File: config.mk
export PLATFORM = sky130hd
export DESIGN_NAME = bus_arbiter_flat
export DESIGN_NICKNAME = d
export VERILOG_FILES = /design/src/rtl/bus_arbiter_if.sv /design/src/rtl/bus_arbiter.sv /design/src/flat_wrapper.sv
export SDC_FILE = /design/constraint.sdc
export NUM_CORES = 1
export LEC_CHECK = 0
export ABC_AREA = 1
export BUFFER_PORTS_ARGS = -buffer_cell sky130_fd_sc_hd__buf_2
export CORE_MARGIN = 2
export CORE_UTILIZATION = 40
export CTS_BUF_LIST = sky130_fd_sc_hd__clkbuf_8
export DETAILED_ROUTE_END_ITERATION = 8
export HOLD_SLACK_MARGIN = 0.02
export PLACE_DENSITY = 0.81
export SYNTH_ARGS = -nofsm -noshare
export SYNTH_HDL_FRONTEND = slang
export SYNTH_SLANG_ARGS = --single-unit
File: constraint.sdc
create_clock -name clock -period 8.8 [get_ports clock]
set_input_delay 1.32 -clock clock [delete_from_list [all_inputs] [get_ports clock]]
set_output_delay 1.32 -clock clock [all_outputs]
set_load 0.02 [all_outputs]
File: src/rtl/bus_arbiter_if.sv
// bus_arbiter_if: fetch/load-store requester handshakes and the shared bus, seen by the arbiter (master) and its environment (slave)
interface bus_arbiter_if #(
    parameter int ADDR_W = 32,
    parameter int DATA_W = 32
);
    logic              f_req;
    logic [ADDR_W-1:0] f_addr;
    logic              f_write;
    logic [DATA_W-1:0] f_wdata;
    logic              f_gnt;
    logic              f_done;
    logic              f_err;
    logic [DATA_W-1:0] f_rdata;
    logic              m_req;
    logic [ADDR_W-1:0] m_addr;
    logic              m_write;
    logic [DATA_W-1:0] m_wdata;
    logic              m_gnt;
    logic              m_done;
    logic              m_err;
    logic [DATA_W-1:0] m_rdata;
    logic [ADDR_W-1:0] bus_address;
    logic              bus_write;
    logic [1:0]        bus_trans;
    logic [DATA_W-1:0] bus_write_data;
    logic              bus_ready;
    logic              bus_response;
    logic [DATA_W-1:0] bus_read_data;

    modport master (
        input  f_req, f_addr, f_write, f_wdata, m_req, m_addr, m_write, m_wdata,
        input  bus_ready, bus_response, bus_read_data,
        output f_gnt, f_done, f_err, f_rdata, m_gnt, m_done, m_err, m_rdata,
        output bus_address, bus_write, bus_trans, bus_write_data
    );

    modport slave (
        output f_req, f_addr, f_write, f_wdata, m_req, m_addr, m_write, m_wdata,
        output bus_ready, bus_response, bus_read_data,
        input  f_gnt, f_done, f_err, f_rdata, m_gnt, m_done, m_err, m_rdata,
        input  bus_address, bus_write, bus_trans, bus_write_data
    );
endinterface

File: src/rtl/bus_arbiter.sv
// bus_arbiter: arbitrates fetch (f) and load/store (m) onto one single-outstanding bus; ARB_ROUND_ROBIN_EN makes ties go to the non-owner, otherwise m wins ties
module bus_arbiter #(
    parameter int ADDR_W = 32,
    parameter int DATA_W = 32
) (
    input logic            clock,
    input logic            reset,
    bus_arbiter_if.master  b
);
    localparam logic [1:0] TRANS_IDLE   = 2'b00;
    localparam logic [1:0] TRANS_NONSEQ = 2'b10;
    localparam logic       RESP_ERROR   = 1'b1;

    typedef enum logic [1:0] {IDLE, ADDR, DATA} state_t;
    typedef enum logic {OWN_F, OWN_M} owner_t;

    state_t state;
    owner_t owner;
    logic   pick_m;
    logic   err;

    assign err = b.bus_response == RESP_ERROR;
`ifdef ARB_ROUND_ROBIN_EN
    assign pick_m = b.m_req && (!b.f_req || owner == OWN_F);
`else
    assign pick_m = b.m_req;
`endif

    // grant in IDLE, one address cycle, then wait in DATA for bus_ready and report to the owner
    always_ff @(posedge clock or posedge reset) begin
        if (reset) begin
            state            <= IDLE;
            owner            <= OWN_M;
            b.bus_address    <= {ADDR_W{1'b0}};
            b.bus_write      <= 1'b0;
            b.bus_trans      <= TRANS_IDLE;
            b.bus_write_data <= {DATA_W{1'b0}};
            b.f_gnt          <= 1'b0;
            b.f_done         <= 1'b0;
            b.f_err          <= 1'b0;
            b.f_rdata        <= {DATA_W{1'b0}};
            b.m_gnt          <= 1'b0;
            b.m_done         <= 1'b0;
            b.m_err          <= 1'b0;
            b.m_rdata        <= {DATA_W{1'b0}};
        end else begin
            b.f_gnt  <= 1'b0;
            b.m_gnt  <= 1'b0;
            b.f_done <= 1'b0;
            b.m_done <= 1'b0;
            b.f_err  <= 1'b0;
            b.m_err  <= 1'b0;
            case (state)
                IDLE: if (b.bus_ready && (b.f_req || b.m_req)) begin
                    owner            <= pick_m ? OWN_M : OWN_F;
                    b.bus_address    <= pick_m ? b.m_addr : b.f_addr;
                    b.bus_write      <= pick_m ? b.m_write : b.f_write;
                    b.bus_write_data <= pick_m ? b.m_wdata : b.f_wdata;
                    b.bus_trans      <= TRANS_NONSEQ;
                    b.m_gnt          <= pick_m;
                    b.f_gnt          <= !pick_m;
                    state            <= ADDR;
                end
                ADDR: begin
                    b.bus_trans <= TRANS_IDLE;
                    state       <= DATA;
                end
                DATA: if (b.bus_ready) begin
                    if (owner == OWN_M) begin
                        b.m_done  <= 1'b1;
                        b.m_err   <= err;
                        b.m_rdata <= err ? {DATA_W{1'b0}} : b.bus_read_data;
                    end else begin
                        b.f_done  <= 1'b1;
                        b.f_err   <= err;
                        b.f_rdata <= err ? {DATA_W{1'b0}} : b.bus_read_data;
                    end
                    state <= IDLE;
                end
                default: state <= IDLE;
            endcase
        end
    end
endmodule

File: src/flat_wrapper.sv
// flat-port wrapper written by rule: the top's interface ports become plain ports
module bus_arbiter_flat 
#(
    parameter int ADDR_W = 32,
    parameter int DATA_W = 32
)
  (clock, reset, b_f_req, b_f_addr, b_f_write, b_f_wdata, b_m_req, b_m_addr, b_m_write, b_m_wdata, b_bus_ready, b_bus_response, b_bus_read_data, b_f_gnt, b_f_done, b_f_err, b_f_rdata, b_m_gnt, b_m_done, b_m_err, b_m_rdata, b_bus_address, b_bus_write, b_bus_trans, b_bus_write_data);
  bus_arbiter_if #(.ADDR_W(ADDR_W), .DATA_W(DATA_W)) b_i ();
  input logic clock;
  input logic reset;
  input wire logic [$bits(b_i.f_req)-1:0] b_f_req;
  input wire logic [$bits(b_i.f_addr)-1:0] b_f_addr;
  input wire logic [$bits(b_i.f_write)-1:0] b_f_write;
  input wire logic [$bits(b_i.f_wdata)-1:0] b_f_wdata;
  input wire logic [$bits(b_i.m_req)-1:0] b_m_req;
  input wire logic [$bits(b_i.m_addr)-1:0] b_m_addr;
  input wire logic [$bits(b_i.m_write)-1:0] b_m_write;
  input wire logic [$bits(b_i.m_wdata)-1:0] b_m_wdata;
  input wire logic [$bits(b_i.bus_ready)-1:0] b_bus_ready;
  input wire logic [$bits(b_i.bus_response)-1:0] b_bus_response;
  input wire logic [$bits(b_i.bus_read_data)-1:0] b_bus_read_data;
  output wire logic [$bits(b_i.f_gnt)-1:0] b_f_gnt;
  output wire logic [$bits(b_i.f_done)-1:0] b_f_done;
  output wire logic [$bits(b_i.f_err)-1:0] b_f_err;
  output wire logic [$bits(b_i.f_rdata)-1:0] b_f_rdata;
  output wire logic [$bits(b_i.m_gnt)-1:0] b_m_gnt;
  output wire logic [$bits(b_i.m_done)-1:0] b_m_done;
  output wire logic [$bits(b_i.m_err)-1:0] b_m_err;
  output wire logic [$bits(b_i.m_rdata)-1:0] b_m_rdata;
  output wire logic [$bits(b_i.bus_address)-1:0] b_bus_address;
  output wire logic [$bits(b_i.bus_write)-1:0] b_bus_write;
  output wire logic [$bits(b_i.bus_trans)-1:0] b_bus_trans;
  output wire logic [$bits(b_i.bus_write_data)-1:0] b_bus_write_data;
  assign b_i.f_req = b_f_req;
  assign b_i.f_addr = b_f_addr;
  assign b_i.f_write = b_f_write;
  assign b_i.f_wdata = b_f_wdata;
  assign b_i.m_req = b_m_req;
  assign b_i.m_addr = b_m_addr;
  assign b_i.m_write = b_m_write;
  assign b_i.m_wdata = b_m_wdata;
  assign b_i.bus_ready = b_bus_ready;
  assign b_i.bus_response = b_bus_response;
  assign b_i.bus_read_data = b_bus_read_data;
  assign b_f_gnt = b_i.f_gnt;
  assign b_f_done = b_i.f_done;
  assign b_f_err = b_i.f_err;
  assign b_f_rdata = b_i.f_rdata;
  assign b_m_gnt = b_i.m_gnt;
  assign b_m_done = b_i.m_done;
  assign b_m_err = b_i.m_err;
  assign b_m_rdata = b_i.m_rdata;
  assign b_bus_address = b_i.bus_address;
  assign b_bus_write = b_i.bus_write;
  assign b_bus_trans = b_i.bus_trans;
  assign b_bus_write_data = b_i.bus_write_data;
  bus_arbiter #(.ADDR_W(ADDR_W), .DATA_W(DATA_W)) u_core (.clock(clock), .reset(reset), .b(b_i));
endmodule
==> impl_metrics.toml, run 1 <==
[clock_tree]
cts_tree = "yes"
htreeDepth = 4
cts_sinks = 139
postCtsSetupBuffers = 0
cts_buffers = 17
hold_buffers = 0
clock_tree.root_cell = "clkbuf_8"
cts.clk_slew.worst_paths_ns = 0.08
clk_latency_ns = 0.44
clk_path_buf_depth = 2
ctsResizeCount = 0

[timing]
period_needed_ns = 2.76
worst_pin_slew_ns = 0.893
fin_ws_ns = 6.04
hold_violations = 0
fin_tns_setup_ns = 0
max_freq_mhz = 363
holdWs_ns = 0.468
finalClockSkew_ns = 0.0153
slew-limit-headroom_pct = 40.5
setup_viol_count_final = 0
rsz0062_at_grt = "false"
period_share_pct = 31.3
drv_slew = 0

[critical_path]
arrival_ns = 3.13
critical_path_class = "in -> reg"
critPathMaxStageDelay_ns = 0.50
worstPathMaxFanout = 66
path_cells = "buf_2 > inv_2 > buf_4 > nand2_1 > nand3_2 > buf_4 > nand2_1 > nand2_1"
cp-end-kind = "flop"
slowest_stage = "buf_4"
r2r_cells = 7
start_kind = "input pin"
required_ns = 9.17
cpMostUsedCell = "nand2_1"

[cells_and_area]
fin_area_mm2 = 0.00851
post-route-util_pct = 53.6
insertedDiodeCount = 0
area_growth_pct = 31.0
layout-drive-gt1-share_pct = 30.7
finish.net_count = 1316
layout.cells.non_filler = 1377

[synthesis]
ys_top_cells_by_area = "dfrtp_1 53%, nand2_1 27%, nand3_1 7.5%"
synth_edf_count = 0
synth_most_common_cell = "nand2_1"
netlist_instances = 875
syn_area_mm2 = 0.00650
synth.avg_cell_area_um2 = 7.43
synth_top_area_share_pct = 53.1
synth.net_count = 1043
ys_seq_elements = 139
synth_commonest_cells = "460 x nand2_1, 138 x dfrtp_1, 98 x nand3_1"
yosys.area.top_type = "dfrtp_1"
synth.distinct_cells = 18
async_reset_ff_share_pct = 100
seq_area_frac_synth_pct = 53.6
synth_ff_type = "dfrtp_1"
yosysWarnings = 0

[placed_design]
place_congestion = 0.823
dpl.hpwl_um = 12800
place_area_mm2 = 0.00808
dp_slack_ns = 5.60
numPortBuffers = 303
dp.cells = 1345

[min_path]
worst_hold_path_type = "reg -> reg"
hold_path_depth = 2

[power]
p_leak_nw = 5.31
powerDensity_mw_per_mm2 = 302
ir_drop_v = 0.000126
finalPower_mw = 2.57

[global_routing]
grt_pass1_wl_um = 30600
grt_pass1_vias = 6311
antenna_found_initial = 0
gr-total-overflow = 0
grt_max_degree = 72
grt.total_usage_pct = 21.8

[job]
drv_cap = 0

[floorplanning]
die_w_um = 131
start_util_pct = 40.9
design.die.area_mm2 = 0.0173
coreArea_mm2 = 0.0159
rows = 46
die_h_um = 131
boundaryPins = 305

[drt]
ant_nets = 0
drt_iter0_markers = 334
drt-vias-per-instance = 4.75
drt_wl_total_um = 18400
firstDrtPassIters = 5
num_vias = 6545
wire_per_inst_um = 13.4
route.detailed.drc = 0

[status]
status = "finished, final reports clean"
[flip-flops by register name (all words and copies together), names as in the netlist]
register,flops
u_core.b.bus_address,32
u_core.b.bus_trans,1
u_core.b.bus_write,1
u_core.b.bus_write_data,32
u_core.b.f_done,1
u_core.b.f_err,1
u_core.b.f_gnt,1
u_core.b.f_rdata,32
u_core.b.m_done,1
u_core.b.m_err,1
u_core.b.m_gnt,1
u_core.b.m_rdata,32
u_core.owner,1
u_core.state,2
[power by group]
group | leakage (nW) | switching [mW] | internal, mW
logic | 3.31 | 0.694 | 0.312
registers | 1.79 | 0.133 | 0.876
clock network | 0.217 | 0.263 | 0.295
total | 5.31 | 1.09 | 1.48
[logic make-up after synthesis]
family | share of synthesized area, %
buf+inv | 6.95
compound gates | 2.62
flops | 53.6
other cells | 0.0577
simple gates | 36.8
[routing by layer]
| layer | track usage [%] | share of wire (%) | up-vias |
|---|---|---|---|
| met2 | 36.4 | 48 | 285 |
| met3 | 5.94 | 7.4 | 33 |
| met1 | 27.6 | 43 | 2997 |
| met4 | 7.25 | 2.1 | 0 |
| li1 | - | - | 3230 |
| met5 | 0 | 0 | - |
[worst paths after layout]
kind / startpoint / end / slack [ns]
setup / recovery: b_m_req / u_core.b.bus_write_data[27] / 6.04
hold / removal: u_core.b.f_rdata[23] / u_core.b.f_rdata[23] / 0.47
setup reg to reg: u_core.state[0] / u_core.b.f_rdata[3] / 6.63
hold reg to reg: u_core.b.f_rdata[23] / u_core.b.f_rdata[23] / 0.47
max in group asynchronous: reset / u_core.b.f_rdata[25] / 6.46
min in group asynchronous: reset / u_core.b.f_rdata[27] / 0.95
[critical path: cells and delay by family]
family,cells,cell delay (ns)
buf+inv,4,1.15
simple gates,4,0.61
[cell type report]
class | instances | area, µm²
clock inverter | 14 | 184
tap | 216 | 270
multi-input combinational | 635 | 2580
clock buffer | 18 | 248
timing repair buffer | 313 | 1590
fill | 1532 | 7370
sequential | 139 | 3480
inverter | 42 | 163
[layout by cell type (no fill, tap or decap)]
cell	count
buf_2	303
dfstp_2	1
buf_4	10
inv_6	5
inv_2	4
nand2_2	1
clkinv_4	4
nor2_4	2
clkinvlp_4	1
clkbuf_8	18
nor2_2	2
conb_1	1
nand3_2	1
o21ai_0	33
o21ai_1	1
bufinv_16	3
nand3_1	98
dfrtp_1	138
nor3_1	1
inv_1	37
nand2_1	460
nor2_1	35
clkinv_2	1
inv_8	1
Note: power is estimated with default switching activity, not from simulation.
==> run 2, diff against run 1 <==
--- a/config.mk
+++ b/config.mk
@@ -5,14 +5,14 @@
 export SDC_FILE = /design/constraint.sdc
 export NUM_CORES = 1
 export LEC_CHECK = 0
-export ABC_AREA = 1
+export ABC_AREA = 0
 export BUFFER_PORTS_ARGS = -buffer_cell sky130_fd_sc_hd__buf_2
 export CORE_MARGIN = 2
 export CORE_UTILIZATION = 40
 export CTS_BUF_LIST = sky130_fd_sc_hd__clkbuf_8
 export DETAILED_ROUTE_END_ITERATION = 8
 export HOLD_SLACK_MARGIN = 0.02
-export PLACE_DENSITY = 0.81
+export PLACE_DENSITY = 0.83
 export SYNTH_ARGS = -nofsm -noshare
 export SYNTH_HDL_FRONTEND = slang
 export SYNTH_SLANG_ARGS = --single-unit
==> constraint.sdc (replaced) <==
create_clock -name clock -period 2.9 [get_ports clock]
set_input_delay 0.435 -clock clock [delete_from_list [all_inputs] [get_ports clock]]
set_output_delay 0.435 -clock clock [all_outputs]
set_load 0.02 [all_outputs]
==> run 2 against run 1 <==
Compared with the run above:
- clock skew down 0.0033 ns
- clock-buffer cell count unchanged
- register-to-register slack got worse by 5.7 ns
- largest cell class unchanged
- clock power grew to 3.2 times the previous value
- synthesized cell count is 45% lower
- critical endpoint is now u_core.b.f_rdata[28]
- synthesized area is 7.0% lower
- critical path depth down 4
==> impl_metrics.toml, run 2 <==
[critical_path]
cp-end-kind = "flop"
cp_top_family = "simple AND/OR/NAND/NOR gates"
arrival_ns = 2.30
required_ns = 3.18
slowest_stage = "nand4bb_2"
worstPathMaxFanout = 35
critical_path_class = "reg -> reg"
path_cells = "nand4bb_2 > buf_4 > nand2_1 > o21ai_0"
critPathMaxStageDelay_ns = 0.79
start_kind = "flop"
cp.buffers_inverters = 1

[timing]
hold_violations = 0
holdWs_ns = 0.101
period_needed_ns = 2.01
worst_pin_slew_ns = 0.828
finalClockSkew_ns = 0.0119
slew-limit-headroom_pct = 44.8
fin_tns_setup_ns = 0
period_share_pct = 69.5
setup_viol_count_final = 0
drv_slew = 0
fin_ws_ns = 0.886
max_freq_mhz = 496
rsz0062_at_grt = "false"

[floorplanning]
rows = 44
die_w_um = 127
die_h_um = 127
design.die.area_mm2 = 0.0161
boundaryPins = 305
coreArea_mm2 = 0.0146
start_util_pct = 41.3

[global_routing]
grt_util_met2_pct = 33.8
grt_pass1_vias = 4905
grt_max_degree = 78
grt_use_met3_pct = 3.92
gr-total-overflow = 0
antenna_found_initial = 0
met1_usage_pct = 21.7
grt_pass1_wl_um = 24100
grt.total_usage_pct = 19.0
top_usage_layer = "met2"

[synthesis]
ys_seq_elements = 139
synth_commonest_cells = "138 x dfrtp_1, 100 x mux2_2, 98 x nand2_1"
synth_edf_count = 0
yosys.area.top_type = "dfrtp_1"
synth.distinct_cells = 23
synth_top_area_share_pct = 57.2
synth.net_count = 650
syn_area_mm2 = 0.00604
synth_most_common_cell = "dfrtp_1"
seq_area_frac_synth_pct = 57.6
ys_top_cells_by_area = "dfrtp_1 57%, mux2_2 19%, mux2_4 7.5%"
async_reset_ff_share_pct = 100
synth_ff_type = "dfrtp_1"
netlist_instances = 482
synth.avg_cell_area_um2 = 12.5
yosysWarnings = 0

[power]
powerDensity_mw_per_mm2 = 971
finalPower_mw = 7.95
ir_drop_v = 0.000448
p_leak_nw = 4.25

[drt]
wire_per_inst_um = 15.3
ant_nets = 0
num_vias = 4691
drt_wl_total_um = 15000
firstDrtPassIters = 4
drt_iter0_markers = 184
route.detailed.drc = 0
drt-vias-per-instance = 4.79

[clock_tree]
cts_buffers = 17
postCtsSetupBuffers = 0
hold_buffers = 0
cts_tree = "yes"
ctsResizeCount = 0
cts.clk_slew.worst_paths_ns = 0.09
clk_latency_ns = 0.43
cts_sinks = 139
clk_path_buf_depth = 2
clock_tree.root_cell = "clkbuf_8"
htreeDepth = 4

[placed_design]
place_congestion = 0.812
numPortBuffers = 303
dpl.hpwl_um = 11300
dp_slack_ns = 0.736

[cells_and_area]
final_cell_mix = "303 x buf_2, 138 x dfrtp_1, 100 x mux2_2, 98 x nand2_1, 64 x o21ai_0"
finish.net_count = 950
insertedDiodeCount = 0
area_growth_pct = 35.7
layout-drive-gt1-share_pct = 60.6
layout_commonest_cell = "buf_2"

[min_path]
worst_hold_path_type = "in -> async"

[job]
drv_cap = 0

[status]
status = "finished, final reports clean"
==> run 2: cell count changes in the layout (fill, tap and decap cells not counted), sizes merged, moves of 2 or more <==
cell    before  now
nand2      461   98
mux2         0  130
nand3       99    0
inv         47    7
nor2        39    3
o21ai       34   66
nand2b       0    2
==> run 2: worst min-delay path, delay by kind of cell <==
family                 cells  cell delay, ns
buffers and inverters      3            0.50
==> run 2: through the flow <==
step	area, µm²	std cells	util [%]
after detailed placement	7740	947	52.9
after global routing	8200	979	56.0
after CTS	8200	979	56.0
after floorplan	6040	482	-
final	8200	979	56.0
after global placement	7740	947	52.9
==> run 2: path summary, 6_finish.rpt <==
kind	startpoint	endpoint	slack (ns)	cells past startpoint
worst max-delay path	u_core.state[0]	u_core.b.f_rdata[28]	0.89	4
worst max register to register	u_core.state[0]	u_core.b.f_rdata[28]	0.89	4
max in group asynchronous	reset	u_core.b.m_rdata[1]	2.43	3
worst min register to register	u_core.b.f_rdata[11]	u_core.b.f_rdata[11]	0.48	2
worst min-delay path	reset	u_core.b.bus_write_data[20]	0.10	3
min in group clock	b_bus_ready	u_core.state[1]	0.25	2
==> run 2: area by class of cell <==
cell class | count | area [µm²]
multi-input combinational | 305 | 2360
sequential | 139 | 3480
tap | 184 | 230
clock buffer | 18 | 248
inverter | 5 | 23.8
clock inverter | 14 | 208
fill | 1258 | 6450
timing repair buffer | 314 | 1650
==> run 2: power by group <==
group          internal, mW  switching [mW]
Combinational          1.25            1.82
Clock                 0.983           0.798
Sequential             2.70           0.412
==> run 2: cells by family after synthesis <==
logic type	count (synthesis)	synth area share (%)
AND/OR/NAND/NOR	107	7.13
flip-flops	139	57.6
buffers and inverters	38	3.46
multiplexers	130	26.1
AO/OA/AOI/OAI	67	5.65
other	1	0.0621
==> run 2: routing by layer <==
| layer | vias up | part of all wire, % |
|---|---|---|
| li1 | 2246 | - |
| met1 | 2215 | 39 |
| met2 | 196 | 52 |
| met3 | 34 | 5.6 |
| met4 | 0 | 3.1 |
| met5 | - | 0 |
